**config.mk**
```make
export PLATFORM = sky130hd
export DESIGN_NAME = alu_result_buffer_flat
export DESIGN_NICKNAME = d
export VERILOG_FILES = /design/src/rtl/alu_result_buffer_if.sv /design/src/rtl/alu_result_buffer.sv /design/src/flat_wrapper.sv
export SDC_FILE = /design/constraint.sdc
export NUM_CORES = 1
export LEC_CHECK = 0
export BUFFER_PORTS_ARGS = -buffer_cell sky130_fd_sc_hd__buf_2
export CAP_MARGIN = 5
export CORE_MARGIN = 4
export CORE_UTILIZATION = 45
export DETAILED_ROUTE_END_ITERATION = 12
export HOLD_SLACK_MARGIN = 0.03
export PLACE_DENSITY = 0.69
export SKIP_LAST_GASP = 1
export SLEW_MARGIN = 30
export SYNTH_ARGS = -nofsm -noshare
export SYNTH_HDL_FRONTEND = slang
export SYNTH_SLANG_ARGS = --single-unit
```
**constraint.sdc**
```tcl
create_clock -name clk -period 4.8 [get_ports clk]
set_input_delay 0.96 -clock clk [delete_from_list [all_inputs] [get_ports clk]]
set_output_delay 0.96 -clock clk [all_outputs]
set_load 0.005 [all_outputs]
```
**src/rtl/alu_result_buffer_if.sv**
```systemverilog
// Handshake bundle between the ALU, the result buffer and its consumer.
interface alu_result_buffer_if #(
  parameter int unsigned DATA_WIDTH = 8
);
  logic                  in_valid;
  logic                  in_ready;
  logic [3:0]            in_opcode;
  logic [DATA_WIDTH-1:0] in_result;
  logic                  in_carryout;
  logic                  out_valid;
  logic                  out_ready;
  logic [DATA_WIDTH-1:0] out_result;
  logic [3:0]            out_opcode;
  logic [3:0]            out_flags;

  modport master (
    output in_valid, in_opcode, in_result, in_carryout, out_ready,
    input  in_ready, out_valid, out_result, out_opcode, out_flags
  );

  modport slave (
    input  in_valid, in_opcode, in_result, in_carryout, out_ready,
    output in_ready, out_valid, out_result, out_opcode, out_flags
  );
endinterface

```
**src/rtl/alu_result_buffer.sv**
```systemverilog
// Two-entry result FIFO behind the ALU: stores result, opcode and derived {I,N,Z,C}
// flags, and accumulates retired flags into a software-clearable sticky register.
module alu_result_buffer #(
  parameter int unsigned DATA_WIDTH = 8,
  parameter int unsigned DEPTH      = 2
) (
  input  logic                clk,
  input  logic                rst,
  alu_result_buffer_if.slave  bus,
  input  logic                sticky_clr,
  output logic [3:0]          sticky_flags,
  output logic [1:0]          count
);

  logic [DATA_WIDTH-1:0] res_q [2];
  logic [DATA_WIDTH-1:0] res_d [2];
  logic [3:0]            op_q  [2];
  logic [3:0]            op_d  [2];
  logic [3:0]            flg_q [2];
  logic [3:0]            flg_d [2];
  logic                  rptr_q, rptr_d;
  logic                  wptr_q, wptr_d;
  logic [1:0]            count_q, count_d;
  logic [3:0]            sticky_q, sticky_d;

  logic       push, pop;
  logic [3:0] in_flags;

  assign bus.in_ready   = (count_q != 2'(DEPTH));
  assign bus.out_valid  = (count_q != 2'd0);
  assign bus.out_result = res_q[rptr_q];
  assign bus.out_opcode = op_q[rptr_q];
  assign bus.out_flags  = flg_q[rptr_q];
  assign sticky_flags   = sticky_q;
  assign count          = count_q;

  assign push = bus.in_valid && bus.in_ready;
  assign pop  = bus.out_valid && bus.out_ready;

  // {I,N,Z,C}; carry is only meaningful for opcode 0000
  assign in_flags = {bus.in_opcode > 4'b1000,
                     bus.in_result[DATA_WIDTH-1],
                     bus.in_result == '0,
                     (bus.in_opcode == 4'b0000) && bus.in_carryout};

  always_comb begin
    res_d    = res_q;
    op_d     = op_q;
    flg_d    = flg_q;
    rptr_d   = rptr_q;
    wptr_d   = wptr_q;
    count_d  = count_q;
    sticky_d = sticky_q;

    if (push) begin
      res_d[wptr_q] = bus.in_result;
      op_d[wptr_q]  = bus.in_opcode;
      flg_d[wptr_q] = in_flags;
      wptr_d        = ~wptr_q;
    end
    if (pop) begin
      rptr_d = ~rptr_q;
    end

    case ({push, pop})
      2'b10:   count_d = count_q + 2'd1;
      2'b01:   count_d = count_q - 2'd1;
      default: count_d = count_q;
    endcase

    // Clear wins over the old contents but not over the entry retiring this cycle
    if (sticky_clr) begin
      sticky_d = pop ? flg_q[rptr_q] : 4'b0000;
    end else if (pop) begin
      sticky_d = sticky_q | flg_q[rptr_q];
    end
  end

  always_ff @(posedge clk) begin
    if (rst) begin
      res_q    <= '{default: '0};
      op_q     <= '{default: '0};
      flg_q    <= '{default: '0};
      rptr_q   <= 1'b0;
      wptr_q   <= 1'b0;
      count_q  <= 2'd0;
      sticky_q <= 4'b0000;
    end else begin
      res_q    <= res_d;
      op_q     <= op_d;
      flg_q    <= flg_d;
      rptr_q   <= rptr_d;
      wptr_q   <= wptr_d;
      count_q  <= count_d;
      sticky_q <= sticky_d;
    end
  end

endmodule

```
**src/flat_wrapper.sv**
```systemverilog
// flat-port wrapper written by rule: the top's interface ports become plain ports
module alu_result_buffer_flat 
#(
  parameter int unsigned DATA_WIDTH = 8,
  parameter int unsigned DEPTH      = 2
)
  (clk, rst, sticky_clr, sticky_flags, count, bus_in_valid, bus_in_opcode, bus_in_result, bus_in_carryout, bus_out_ready, bus_in_ready, bus_out_valid, bus_out_result, bus_out_opcode, bus_out_flags);
  alu_result_buffer_if #(.DATA_WIDTH(DATA_WIDTH)) bus_i ();
  input  logic clk;
  input  logic rst;
  input  logic sticky_clr;
  output logic [3:0] sticky_flags;
  output logic [1:0] count;
  input wire logic [$bits(bus_i.in_valid)-1:0] bus_in_valid;
  input wire logic [$bits(bus_i.in_opcode)-1:0] bus_in_opcode;
  input wire logic [$bits(bus_i.in_result)-1:0] bus_in_result;
  input wire logic [$bits(bus_i.in_carryout)-1:0] bus_in_carryout;
  input wire logic [$bits(bus_i.out_ready)-1:0] bus_out_ready;
  output wire logic [$bits(bus_i.in_ready)-1:0] bus_in_ready;
  output wire logic [$bits(bus_i.out_valid)-1:0] bus_out_valid;
  output wire logic [$bits(bus_i.out_result)-1:0] bus_out_result;
  output wire logic [$bits(bus_i.out_opcode)-1:0] bus_out_opcode;
  output wire logic [$bits(bus_i.out_flags)-1:0] bus_out_flags;
  assign bus_i.in_valid = bus_in_valid;
  assign bus_i.in_opcode = bus_in_opcode;
  assign bus_i.in_result = bus_in_result;
  assign bus_i.in_carryout = bus_in_carryout;
  assign bus_i.out_ready = bus_out_ready;
  assign bus_in_ready = bus_i.in_ready;
  assign bus_out_valid = bus_i.out_valid;
  assign bus_out_result = bus_i.out_result;
  assign bus_out_opcode = bus_i.out_opcode;
  assign bus_out_flags = bus_i.out_flags;
  alu_result_buffer #(.DATA_WIDTH(DATA_WIDTH), .DEPTH(DEPTH)) u_core (.clk(clk), .rst(rst), .bus(bus_i), .sticky_clr(sticky_clr), .sticky_flags(sticky_flags), .count(count));
endmodule
```
==> metrics <==
total negative setup slack 0 ns; WP data arrival 1.67 ns; Inserted Diodes 0; run status complete, no violations; final WL 3.96 mm; Fin Clk Skew 0.00151 ns; worst r2r path cells 7; HPWL after DPL 2.48 mm; Area growth, synth to finish 16.3%; critical path type register to output port; syn_nets 220; fin. max-slew vios 0; Cell variety after synth 28; Sw Ratio 0.337; Routed Antenna Nets 0; Final Cell Area 1980 um^2; Sink Count 38; hold path endpoint u_core.op_q[1]; initial antenna violation count 0; CTS hold repair buffers 0; total power 0.000882 W; flop2flop setup slack 2.57 ns; Seq cells post-synth 38; Boundary Pins 42; routability cong. 0.736; Ys Warns 0; hold depth 2; die span in x 69.5 um; H-tree depth 2; clock-pin slew on the worst setup and hold paths 0.07 ns; critical path required time 3.84 ns; Worst-Margin Slew 0.748 ns; Initial Utilization 0.464; fmax 380 MHz; clk root buf clkbuf_8; clock buffer depth 2; Total GRT Usage 0.169; clock latency at the later pin of the worst-skew pair 0.28 ns; RSZ-0062 raised after global routing no; Reg power frac 0.449; Internal Power 0.000585 W; Hold WS 0.474 ns; DRC Markers 0; std cell rows 22; IO Port Bufs 41; Post-Syn Area 1700 um^2; fin nets 250; Tcrit/Tclk final 0.548; VDD IR max 0.264 mV; DR iter-0 viols 207; min cycle time layout 2.63 ns; CTS Buf Count 5; final hold violation count 0; min-delay worst type register to register; die height 69.5 um; Setup Buffers After CTS 0; clock share of power 0.251; P_leak 0.797 nW; Post-DP Area 1880 um^2; number of global-route vias before repair 1459; pwr dens 446 nW/um^2; Die ar. 4830 um^2; total of max-cap violations 0; Max-slew headroom 0.501; Reg2Reg Launch Point u_core.count[0]; CORE AREA 3660 um^2; Logic pwr share 0.300; share of layout cells above drive strength 1 0.293; CTS resizes 0; grt ovf 0; CTS tree done; fill count 373; critical path peak fanout 16; hold_sp u_core.op_q[1]; Net Sw Power 0.000297 W; Seq/Total Area, Yosys 0.447; Critical Path End Type output port; Avg WL per Cell 14.1 um; DR vias 1535; Syn Inst Count 201; largest net degree at the start of global routing 39; nature of the critical path startpoint register; crit path from u_core.rptr_q; DRT Pass-1 Iters 4; Via density 5.48; FF-to-FF End u_core.count[1]; Setup-failing EPs final 0; first-pass GRT wire length 6.83 mm; syn avg cell area 8.46 um^2
## layout by cell type, fill, tap and decap left out, drive strengths merged, types with 2 or more instances in the layout
cell / synthesis / routed
nor2b: 7 / 7
mux2: 15 / 15
nor2: 6 / 6
nor4: 2 / 2
o21ai: 32 / 32
inv: 2 / 2
xnor2: 2 / 2
dfxtp: 38 / 38
nand4: 4 / 4
buf: 10 / 42
nand3: 26 / 26
a21oi: 36 / 36
clkbuf: 9 / 7
nand2: 3 / 3
## registers in the layout, indices dropped and copies added (netlist names)
name and cells:
u_core.count 2, u_core.flg_q 8, u_core.op_q 8, u_core.res_q 14, u_core.rptr_q 1, u_core.sticky_flags 4, u_core.wptr_q 1
## synthesized netlist by cell type (all sizes together)
master	count	share of area
dfxtp	38	0.45
a21oi	36	0.11
o21ai	32	0.094
nand3	26	0.077
mux2	15	0.099
buf	10	0.031
clkbuf	9	0.022
nor2b	7	0.027
nor2	6	0.013
nand4	4	0.015
nand2	3	0.0066
inv	2	0.0044
nor4	2	0.0074
xnor2	2	0.010
and2	1	0.0037
ha	1	0.0074
nand2b	1	0.0037
nor3	1	0.0029
o21a	1	0.0044
o31a	1	0.0052
or2	1	0.0037
or3	1	0.0037
xor2	1	0.0052
## power groups by stage
stage	clock network, W	registers [W]	logic, W
after global placement	0	0.000404	0.000264
after floorplan	0	0.000379	0.000214
after CTS	0.000228	0.000397	0.000268
final	0.000222	0.000396	0.000265
after global routing	0.000243	0.000404	0.000300
after detailed placement	0	0.000404	0.000266
## metrics by stage
| stage | cells | utilization | worst slack (ns) |
|---|---|---|---|
| 2_1_floorplan | 201 | - | 2.81 |
| 3_3_place_gp | 272 | 0.514 | 2.43 |
| 3_5_place_dp | 272 | 0.514 | 2.40 |
| 4_1_cts | 280 | 0.539 | 2.13 |
| 5_1_grt | 280 | 0.540 | 2.02 |
| 6_report | 280 | 0.540 | 2.17 |
## worst max-delay path by stage
stage	cells past startpoint	slack, ns	end
finish	2	2.17	bus_out_flags[2]
global route	4	2.02	bus_in_ready
CTS	2	2.13	bus_out_flags[2]
detailed placement	4	2.40	u_core.flg_q[4]
global placement	2	2.43	bus_out_result[7]
floorplan	4	2.81	u_core.count[1]
## cell families (layout without fill, tap and decap cells)
logic type      count (synthesis)  in the layout  share of synthesized area
compound gates                 70             70                      0.210
simple gates                   53             53                      0.163
flops                          38             38                      0.447
buf+inv                        21             52                     0.0574
mux                            15             15                     0.0993
xor+xnor                        3              3                     0.0155
fa+ha+maj                       1              1                    0.00736
## worst max-delay path, cell delays in order (launching register included)
cell	delay (ns)
dfxtp_1	0.81
mux2_2	0.44
buf_2	0.13
## area by class of cell
| type | instances | area (um^2) | share of cell area |
|---|---|---|---|
| sequential | 38 | 761 | 0.385 |
| timing repair buffer | 42 | 213 | 0.108 |
| tap | 48 | 60.1 | 0.0304 |
| multi-input combinational | 142 | 845 | 0.427 |
| clock inverter | 1 | 5.00 | 0.00253 |
| inverter | 2 | 7.51 | 0.00380 |
| clock buffer | 7 | 86.3 | 0.0437 |
## metal layers
layer  vias to the layer above  part of all wire  track usage
met4                         0             0.012       0.0499
met5                         -                 0            0
met3                         6             0.058       0.0551
met1                       721              0.46        0.221
met2                        34              0.47        0.264
li1                        774                 -            -
No activity file was read; power rests on OpenSTA's default activity.
